## config.mk

```make
export PLATFORM = sky130hd
export DESIGN_NAME = conv554_feeder
export DESIGN_NICKNAME = d
export VERILOG_FILES = /design/src/rtl/conv554_feeder.sv
export SDC_FILE = /design/constraint.sdc
export NUM_CORES = 1
export LEC_CHECK = 0
export CELL_PAD_IN_SITES_DETAIL_PLACEMENT = 1
export CELL_PAD_IN_SITES_GLOBAL_PLACEMENT = 2
export CORE_ASPECT_RATIO = 1.2
export CORE_MARGIN = 2
export CORE_UTILIZATION = 40
export CTS_BUF_LIST = sky130_fd_sc_hd__clkbuf_16
export DETAILED_ROUTE_END_ITERATION = 7
export PLACE_DENSITY_LB_ADDON = 0.1
export SLEW_MARGIN = 20
export SYNTH_ARGS = -nofsm -noshare
export SYNTH_HDL_FRONTEND = slang
export SYNTH_SLANG_ARGS = --single-unit
```

## constraint.sdc

```tcl
create_clock -name clk -period 24.6 [get_ports clk]
set_clock_uncertainty 0.1 [all_clocks]
set_input_delay 4.92 -clock clk [delete_from_list [all_inputs] [get_ports clk]]
set_output_delay 4.92 -clock clk [all_outputs]
set_load 0.02 [all_outputs]
```

## src/rtl/conv554_feeder.sv

```systemverilog
// Streaming 5-row column feeder for a 4-channel 5x5 convolution unit.
// Optional sticky protocol-error flag enabled by CONV554_FEEDER_ERR_EN.
module conv554_feeder #(
    parameter int unsigned BIT_WIDTH = 8,
    parameter int unsigned IMG_W     = 12,
    parameter int unsigned IMG_H     = 12
) (
    input  logic                      clk,
    input  logic                      rst,
    input  logic                      in_valid,
    output logic                      in_ready,
    input  logic [4*BIT_WIDTH-1:0]    in_pix,
    output logic [20*BIT_WIDTH-1:0]   col_out,
    output logic                      col_en,
    output logic                      win_valid,
    output logic                      frame_done,
    output logic                      err
);

    localparam int unsigned CW    = (IMG_W > 1) ? $clog2(IMG_W) : 1;
    localparam int unsigned RW    = (IMG_H > 1) ? $clog2(IMG_H) : 1;
    localparam int unsigned LB_D  = 4 * IMG_W;
    localparam int unsigned PIX_W = 4 * BIT_WIDTH;

    typedef enum logic [1:0] {
        IDLE   = 2'd0,
        FILL   = 2'd1,
        STREAM = 2'd2,
        DONE   = 2'd3
    } state_t;

    state_t                    r_state;
    state_t                    w_state_nxt;
    logic [CW-1:0]             r_col;
    logic [RW-1:0]             r_row;
    logic [PIX_W-1:0]          r_lb [LB_D];
    logic [20*BIT_WIDTH-1:0]   r_col_out;
    logic [20*BIT_WIDTH-1:0]   w_col;
    logic                      r_col_en;
    logic                      r_win_valid;
    logic                      r_frame_done;
    logic                      w_accept;
    logic                      w_col_last;
    logic                      w_row_last;
    logic                      w_row_ge4;
    logic                      w_col_ge4;

    assign in_ready   = (r_state != DONE);
    assign w_accept   = in_valid && in_ready;
    assign w_col_last = (r_col == CW'(IMG_W - 1));
    assign w_row_last = (r_row == RW'(IMG_H - 1));
    assign w_row_ge4  = (r_row >= RW'(4));
    assign w_col_ge4  = (r_col >= CW'(4));

    // Next-state decode
    always_comb begin
        w_state_nxt = r_state;
        case (r_state)
            IDLE:    if (w_accept) w_state_nxt = FILL;
            FILL:    if (w_accept && w_col_last && (r_row == RW'(3))) w_state_nxt = STREAM;
            STREAM:  if (w_accept && w_col_last && w_row_last) w_state_nxt = DONE;
            DONE:    w_state_nxt = IDLE;
            default: w_state_nxt = IDLE;
        endcase
    end

    always_ff @(posedge clk or negedge rst) begin
        if (!rst) begin
            r_state <= IDLE;
        end else begin
            r_state <= w_state_nxt;
        end
    end

    // Raster position of the next beat; wraps to (0,0) after the last beat
    always_ff @(posedge clk or negedge rst) begin
        if (!rst) begin
            r_col <= '0;
            r_row <= '0;
        end else if (w_accept) begin
            if (w_col_last) begin
                r_col <= '0;
                r_row <= w_row_last ? '0 : r_row + RW'(1);
            end else begin
                r_col <= r_col + CW'(1);
            end
        end
    end

    // Line buffer holds no reset: FILL rows overwrite it before any column is emitted
    always_ff @(posedge clk) begin
        if (w_accept) begin
            r_lb[0] <= in_pix;
            for (int j = 1; j < int'(LB_D); j++) begin
                r_lb[j] <= r_lb[j-1];
            end
        end
    end

    // Tap k*IMG_W holds the pixel k rows above the current one
    always_comb begin
        w_col = '0;
        for (int c = 0; c < 4; c++) begin
            w_col[BIT_WIDTH*(5*c+4) +: BIT_WIDTH] = in_pix[BIT_WIDTH*c +: BIT_WIDTH];
            for (int k = 1; k <= 4; k++) begin
                w_col[BIT_WIDTH*(5*c+4-k) +: BIT_WIDTH] =
                    r_lb[k*int'(IMG_W)-1][BIT_WIDTH*c +: BIT_WIDTH];
            end
        end
    end

    always_ff @(posedge clk or negedge rst) begin
        if (!rst) begin
            r_col_out    <= '0;
            r_col_en     <= 1'b0;
            r_win_valid  <= 1'b0;
            r_frame_done <= 1'b0;
        end else begin
            r_col_en     <= w_accept && w_row_ge4;
            r_win_valid  <= w_accept && w_row_ge4 && w_col_ge4;
            r_frame_done <= (w_state_nxt == DONE);
            if (w_accept && w_row_ge4) begin
                r_col_out <= w_col;
            end
        end
    end

    assign col_out    = r_col_out;
    assign col_en     = r_col_en;
    assign win_valid  = r_win_valid;
    assign frame_done = r_frame_done;

`ifdef CONV554_FEEDER_ERR_EN
    logic r_err;

    // Sticky: any beat offered while not ready
    always_ff @(posedge clk or negedge rst) begin
        if (!rst) begin
            r_err <= 1'b0;
        end else if (in_valid && !in_ready) begin
            r_err <= 1'b1;
        end
    end

    assign err = r_err;
`else
    assign err = 1'b0;
`endif

endmodule

```

# Yosys cells after proc, flatten, opt, wreduce, memory -nomap -nowiden
# Memories as Yosys holds them, arrays and structs flattened. A register that Yosys moved wholly into a read port is not among the register bits.
# Cells that the tools add are included.
totals:
  register_bits: 173
  latchBits: 0
  memories: 1
  rom_bits: 0
  ramBits: 1536
  wordCells: 37
  output_inout_bits: 165
  input_bits: 35
op_classes:
  order_cmp: 2
  bitwise_logic: 0
  mux: 8
  n_div: 0
  addsub: 2
  n_eq_ne: 8
  shifts: 0
  multipliers: 0
  reduce_logical: 9
mem_list:
  columns: ["memory", "depth", "word_bits", "rd", "rd_clocked_by_memory_dff", "write_ports", "line", "text"]
  rows:
  - ["r_lb", 48, 32, 48, 1, 48, "36", "logic [PIX_W-1:0] r_lb [LB_D];"]
op_table:
  columns: ["op", "n"]
  rows:
  - ["adder 4 x 1 -> 4 bit (second input constant)", 2]
  - ["== test 4 bit (second input constant)", 2]
  - ["greater-or-equal comparator 4 x 3 -> 1 bit (second input constant)", 2]
  - ["2-to-1 mux 4 bit", 2]
  - ["one-hot mux 2 bit (4 select lines)", 1]
  - ["== test 2 bit (second input constant)", 3]
  - ["logical AND 1 bit", 6]
  - ["2-to-1 mux 2 bit", 3]
  - ["== test 4 x 2 -> 1 bit (second input constant)", 1]
  - ["== test 2 x 1 -> 1 bit (second input constant)", 1]
  - ["zero test 2 bit", 1]
  - ["2-to-1 mux 1 bit", 2]
  - ["inequality test 2 bit (second input constant)", 1]
  - ["AND reduction 2 bit", 1]
  - ["zero test 1 bit", 1]

# Longest topological paths before layout
# Gate-level depths: netlist of run 1.
depth:
  ltp_word: 7
  mapped_depth: 6
  mapped_depth_nobuf: 4

# Worst setup path after synthesis of run 1
# Ideal clock, no wire load.
synth_timing:
  path_kind: "input to register"
  from: "input in_valid"
  to: "register r_col[1]"
  path_buffers: 1
  path_slack_ns: -0.659
  setup_ns: 0.162
  required_time_ns: 24.338
  stages: 3
  arrival_ns: 24.997
  cell_sequence: "a21boi_2 buf_2 mux2_2"
synth_between:
  elab_chain_cells: 1
synth_lines:
  columns: ["item", "line", "text"]
  rows:
  - ["from (decl)", "10", "input logic in_valid,"]
  - ["logical AND 1 bit", "49", "assign w_accept = in_valid && in_ready;"]
  - ["via w_accept", "42", "logic w_accept;"]
  - ["to (signal assigned)", "85", "r_col <= r_col + CW'(1);"]
  - ["to (decl)", "34", "logic [CW-1:0] r_col;"]
# The timed path passes the listed nets, and every way through them passes these cells.
# A chain may end at the register's enable or synchronous reset.

==> results of run 1 <==
worst reg2reg max path: cells and delay by family (launching register included):
kind | cells | cell delay [ns]
compound gates | 1 | 0.47
flops | 1 | 0.45
buf+inv | 6 | 5.21
layout by cell type, fill, tap and decap left out, drive strengths merged, types with 2 or more instances in the layout:
master	netlist	routed
edfxtp	1536	1536
clkdlybuf4s50	0	197
dfrtp	173	173
clkbuf	1	170
mux2	165	165
clkinv	0	73
inv	0	65
buf	20	21
nand2	6	6
bufinv	0	6
and3b	3	3
nor2	3	3
a21oi	3	3
nand3	2	2
nor2b	2	2
o21ai	2	2
ha	2	2
a21boi	2	2
kinds of logic (layout without fill, tap and decap cells):
kind of cell,count (synthesis),in the layout,synth area share [%]
multiplexers,165,165,4.07
buffers and inverters,21,533,0.375
flip-flops,1709,1709,95.1
AO/OA/AOI/OAI,12,12,0.160
adder cells (fa/ha/maj),2,2,0.0471
AND/OR/NAND/NOR,23,23,0.252
other,1,1,0.00707
XOR/XNOR,1,1,0.0165
flip-flops by register name (all words and copies together), names as in the netlist:
signal	cells
col_out	160
win_valid	1
r_col	4
r_lb	1536
r_row	4
r_state	2
col_en	1
frame_done	1
power by group through the flow:
stage / combinational [W] / sequential [W] / clock (W)
global route: 0.000496 / 0.00357 / 0.00258
floorplan: 0.000183 / 0.00370 / 0
detailed placement: 0.000473 / 0.00360 / 0
global placement: 0.000461 / 0.00359 / 0
finish: 0.000462 / 0.00354 / 0.00237
CTS: 0.000475 / 0.00355 / 0.00248
final cells by class:
class	instances	area share (%)
Multi-Input combinational cell	204	3.88
Tap cell	1776	3.56
Sequential cell	1709	80.8
Timing Repair Buffer	218	3.56
Clock buffer	170	6.81
Clock inverter	145	1.43
metal layers:
metal  track usage [%]  vias to the layer above
met4              4.58                        0
met1              14.9                     9813
met5                 0                        -
met2              15.7                      379
met3              3.58                      156
li1                  -                     8483
metrics by stage:
step | instance area (µm²) | cells | power [W] | setup slack, ns
final | 62500 | 4222 | 0.00637 | 13.75
after detailed placement | 57300 | 3906 | 0.00407 | 12.53
after floorplan | 53100 | 1934 | 0.00388 | 7.94
after global routing | 62500 | 4222 | 0.00664 | 13.32
after global placement | 57300 | 3906 | 0.00405 | 12.92
after CTS | 62400 | 4221 | 0.00650 | 13.39
final timing paths:
check	start	to	slack, ns	depth (start not counted)
max in group asynchronous	rst	col_out[118]	18.64	3
max reg2reg	r_state[0]	r_lb[21][20]	17.98	7
max	in_valid	r_lb[21][20]	13.75	8
min	r_lb[8][18]	r_lb[9][18]	0.30	0
min reg2reg	r_lb[8][18]	r_lb[9][18]	0.30	0
min in group asynchronous	rst	col_out[1]	3.96	1
==> run summary, run 1 <==
Worst path cell trace -> clkdlybuf4s50_1 -> a21boi_4 -> buf_12 -> buf_4 -> buf_4 -> buf_4 -> buf_12 -> buf_4
Hold Slack -> 0.300 ns
Pin count of the biggest net entering global routing -> 221
DIE AREA -> 136,000 µm²
Core area -> 132,000 µm²
Final Core Density -> 47.4%
Slew HR -> 22.7%
Worst-margin pin slew -> 1.16 ns
Post-route DRC violation count -> 0
Fill count -> 11,600
Post-DP HPWL -> 35.0 mm
Grt ovf -> 0
Clk sinks -> 1,709
N_diodes -> 0
Via/cell ratio -> 4.46
CTS tree -> yes
#FFs+latches synth -> 1,709
Crit. End Element -> flop
P per Cell Area -> 102 nW/µm²
CTS Buf Count -> 168
Slowest stage cell, crit path -> buf_4
Cell row count -> 146
Commonest cells post-synth -> edfxtp_1 (1,536), dfrtp_1 (173), mux2_2 (85), mux2_4 (80), buf_2 (9)
Initial core utilization -> 40.2%
Syn Nets -> 1,971
Final Max Slew Viols -> 0
Tcrit/Tclk final -> 44.1%
DRT iter0 DRCs -> 1,588
CP max FO -> 203
Area delta synth->final -> 17.7%
Kind of cell adding the most delay to the critical path -> buffers and inverters
I/O Buffers -> 198
WS Path Type -> primary input to flop
Total I/O pin count -> 200
Multi-input combinational cell area -> 2420 µm²
Asr flop ratio synth -> 10.1%
Synth unique cells -> 33
RSZ-0062 raised after global routing -> false
First drt pass iteration count -> 4
P_sw -> 0.00138 W
Post-CTS Setup Bufs -> 0
Post-CTS Resized -> 0
Share of layout cells above drive strength 1 -> 16.4%
Seq pwr share -> 55.6%
Top post-synthesis cells by area -> edfxtp_1 (87%), dfrtp_1 (8.2%), mux2_4 (2.3%)
H-tree levels -> 4
Crit path DAT -> 11.15 ns
Via count -> 18,800
Worst hold path type -> flop to flop
First-pass GRT wire length -> 114 mm
Pleak -> 22.0 nW
Setup violators final -> 0
Int Power -> 0.00499 W
Yosys top cell area share -> 86.9%
Met1 Routed Length -> 32.4 mm
Critical path buffer and inverter count -> 7
Max rail drop VDD -> 0.0640 mV
Worst-path clk slew -> 0.06 ns
Synth warn -> 0
TNS Setup -> 0 ns
FF/Latch Area -> 50,500 µm²
Combinational share of power -> 7.3%
Mapped Cells -> 1,934
Seq/Total Area, Yosys -> 95.1%
Clk_lat worst skew -> 0.77 ns
Final min period -> 10.85 ns
WP data required -> 24.90 ns
Max layer used -> met4
Routed len/inst -> 17.0 µm
Total wire length -> 71.7 mm
Crit path launch type -> primary input
Initial antenna violation count -> 1
GR Util All Layers -> 10.8%
Cts hold-fix bufs -> 0
Post-synth EDFFs -> 1,536
Clock Path Buffers -> 3
Sw frac -> 21.7%
Antenna Violating Nets Remaining -> 0
GP Congestion -> 0.648
Fmax -> 0.0922 GHz
DIE HEIGHT -> 403 µm
Vias in the first global route -> 19,800
Run status -> finished, final reports clean
Metal3 WL -> 4.32 mm
Ys flop type -> edfxtp_1
Post-synthesis cell area -> 53,100 µm²
Hold Fails Final Rpt -> 0
Worst stage delay on the critical path -> 0.92 ns
Max-Cap Viols -> 0
Root Driver -> clkbuf_16
Cell accounting for the most synthesized area -> edfxtp_1
Met2 WL post-DR -> 32.8 mm
Worst path most repeated cell -> buf_4
Die X -> 337 µm
Nets -> 2,338
Clk pwr share -> 37.2%
Avg Cell Area, Syn -> 27.4 µm²
Most numerous cell in the Yosys netlist -> edfxtp_1
(Power assumes the default switching activity.)
==> run 2, diff against run 1 <==
clock period = 9.5 ns   (was 24.6 ns; I/O delays follow)
==> run 2 against run 1 <==
Against the previous run:
- sequential share of layout area grew 0.089 points
- setup slack lost 9.2 ns
- flip-flop and latch count is the same
- non-clock buffer count grew 1
- count of clock-buffer cells in the layout grew 3
- clock power grew to 2.6 times the previous value
- critical path type unchanged
- total power grew to 2.6 times the previous value
- via count shrank 0.71%
- critical path depth shrank 2
- combinational power grew to 2.6 times the previous value
- worst hold slack gained 0.0052 ns
==> run summary, run 2 (synthesis gave the netlist of run 1 again) <==
Run status -> finished, final reports clean
Nets -> 2,338 (unchanged)
Post-DP HPWL -> 35.8 mm (+2.3%)
First-pass GRT wire length -> 115 mm (+0.94%)
Combinational share of power -> 7.3% (about the same)
Core area -> 132,000 µm² (unchanged)
WS Path Type -> primary input to flop
Hold Fails Final Rpt -> 0 (unchanged)
Final Max Slew Viols -> 0 (unchanged)
I/O Buffers -> 198 (unchanged)
Int Power -> 0.0129 W (+160%)
Internal reg-to-reg setup slack -> 5.72 ns (-12.26 ns)
Share of layout cells above drive strength 1 -> 16.7% (+0.31 points)
Pleak -> 22.0 nW (-0.19%)
H-tree levels -> 4 (unchanged)
Clk sinks -> 1,709 (unchanged)
Routed len/inst -> 17.2 µm (+1.5%)
Clk_lat worst skew -> 0.74 ns (-0.03 ns)
Area delta synth->final -> 17.6%
Worst hold path type -> flop to flop
Cts hold-fix bufs -> 0 (unchanged)
Cell row count -> 146 (unchanged)
Total I/O pin count -> 200 (unchanged)
Most flops, register -> r_lb
Crit path DAT -> 5.24 ns (-5.91 ns)
Sw frac -> 21.3% (-0.37 points)
Fill count -> 11,500 (-0.47%)
DIE AREA -> 136,000 µm² (unchanged)
Total wire length -> 72.6 mm (+1.3%)
Max-Cap Viols -> 0 (unchanged)
Final WS setup -> 4.52 ns (-9.23 ns)
Clk pwr share -> 37.0% (-0.2 points)
Clock Path Buffers -> 3 (unchanged)
Root Driver -> clkbuf_16
Vias in the first global route -> 19,900 (+0.48%)
Post-route DRC violation count -> 0 (unchanged)
Initial core utilization -> 40.2% (unchanged)
Most frequent cells in the layout -> edfxtp_1 (1,536), clkdlybuf4s50_1 (197), clkbuf_16 (173), dfrtp_1 (173), mux2_2 (85)
GP Congestion -> 0.660 (+1.8%)
Grt ovf -> 0 (unchanged)
DIE HEIGHT -> 403 µm (unchanged)
Pin count of the biggest net entering global routing -> 214 (-3.2%)
Initial antenna violation count -> 0 (-1)
Die X -> 337 µm (unchanged)
Post-CTS Setup Bufs -> 0 (unchanged)
N_diodes -> 0 (unchanged)
Antenna Violating Nets Remaining -> 0 (unchanged)
Fmax -> 0.201 GHz
Max rail drop VDD -> 0.134 mV (+110%)
Via count -> 18,700 (-0.71%)
CTS tree -> yes
CP endpoint -> r_lb[10][16]
GR Util All Layers -> 10.9% (+0.13 points)
Worst-path clk slew -> 0.06 ns (about the same)
Slew HR -> 23.6% (+0.95 points)
WP data required -> 9.76 ns (-15.14 ns)
Via/cell ratio -> 4.44 (-0.50%)
Crit. End Element -> flop
DRT iter0 DRCs -> 1,759 (+11%)
P per Cell Area -> 263 nW/µm² (+160%)
Worst r2r dst -> r_lb[10][16]
TNS Setup -> 0 ns (unchanged)
P_sw -> 0.00350 W (+150%)
Largest register FFs -> 1,536 (unchanged)
Crit path from -> in_valid
First drt pass iteration count -> 4 (unchanged)
CTS Buf Count -> 167 (-0.60%)
Dpl ws -> 3.85 ns (-8.69 ns)
Post-CTS Resized -> 0 (unchanged)
Crit path launch type -> primary input
Seq pwr share -> 55.7% (about the same)
RSZ-0062 raised after global routing -> false
CP max FO -> 131 (-35%)
Tcrit/Tclk final -> 52.4%
Reg2reg path depth -> 5 (-2)
Setup violators final -> 0 (unchanged)
Worst-margin pin slew -> 1.15 ns (-0.0142 ns)
Final min period -> 4.98 ns
Commonest non-fill, non-tap cell in the layout -> edfxtp_1
R2R Path Start -> r_state[0]
run 2: changes by cell type in the layout (fill, tap and decap cells not counted):
cell and change:
clkinv_2 +12, inv_1 -8, clkinv_1 -7, clkinv_8 -5, inv_16 -4, clkbuf_16 +3
inv_6 -3, clkinvlp_4 +2, buf_16 +1, clkinv_4 +1, inv_8 -1
run 2: power by group through the flow:
| stage | Combinational, W | Clock [W] | Sequential, W |
|---|---|---|---|
| global route | 0.00129 | 0.00662 | 0.00923 |
| detailed placement | 0.00122 | 0 | 0.00932 |
| finish | 0.00120 | 0.00608 | 0.00915 |
| floorplan | 0.000475 | 0 | 0.00951 |
| CTS | 0.00123 | 0.00635 | 0.00917 |
| global placement | 0.00120 | 0 | 0.00929 |
run 2: how the worst min path moves through the flow:
stage | startpoint | cells after the start | slack, ns | end
6_report | r_lb[26][30] | 0 | 0.31 | r_lb[27][30]
5_1_grt | r_lb[26][30] | 0 | 0.31 | r_lb[27][30]
4_1_cts | r_lb[26][30] | 0 | 0.30 | r_lb[27][30]
3_5_place_dp | r_lb[12][2] | 0 | 0.31 | r_lb[13][2]
3_3_place_gp | r_lb[41][14] | 0 | 0.30 | r_lb[42][14]
2_1_floorplan | r_lb[9][0] | 0 | 0.30 | r_lb[10][0]
run 2: per-layer routing:
layer | up-vias | share of wire [%] | track usage [%]
met5 | - | 0 | 0
met4 | 0 | 3.1 | 4.98
met3 | 166 | 5.9 | 3.48
met2 | 360 | 45 | 15.9
met1 | 9694 | 46 | 15.1
li1 | 8477 | - | -
run 2: layout make-up:
type	instances	area (µm²)	share of cell area, %
Clock buffer	173	4330	6.94
Clock inverter	132	721	1.15
Multi-Input combinational cell	204	2420	3.89
Sequential cell	1709	50500	80.9
Tap cell	1776	2220	3.56
Timing Repair Buffer	219	2250	3.61
run 2: stage by stage:
| stage | std cells | hold slack, ns | instance area [µm²] | util (%) | total power (W) |
|---|---|---|---|---|---|
| CTS | 4211 | 0.301 | 62300 | 47.3 | 0.0167 |
| finish | 4213 | 0.305 | 62400 | 47.3 | 0.0164 |
| global placement | 3906 | 0.300 | 57300 | 43.4 | 0.0105 |
| detailed placement | 3906 | 0.305 | 57300 | 43.4 | 0.0105 |
| global route | 4213 | 0.305 | 62400 | 47.3 | 0.0171 |
| floorplan | 1934 | 0.300 | 53100 | - | 0.00999 |
run 2: critical path: stages:
cell and delay [ns]:
clkdlybuf4s50_1 0.48, a21boi_4 0.21, buf_12 0.48, buf_4 0.84, buf_12 0.46, buf_16 0.49
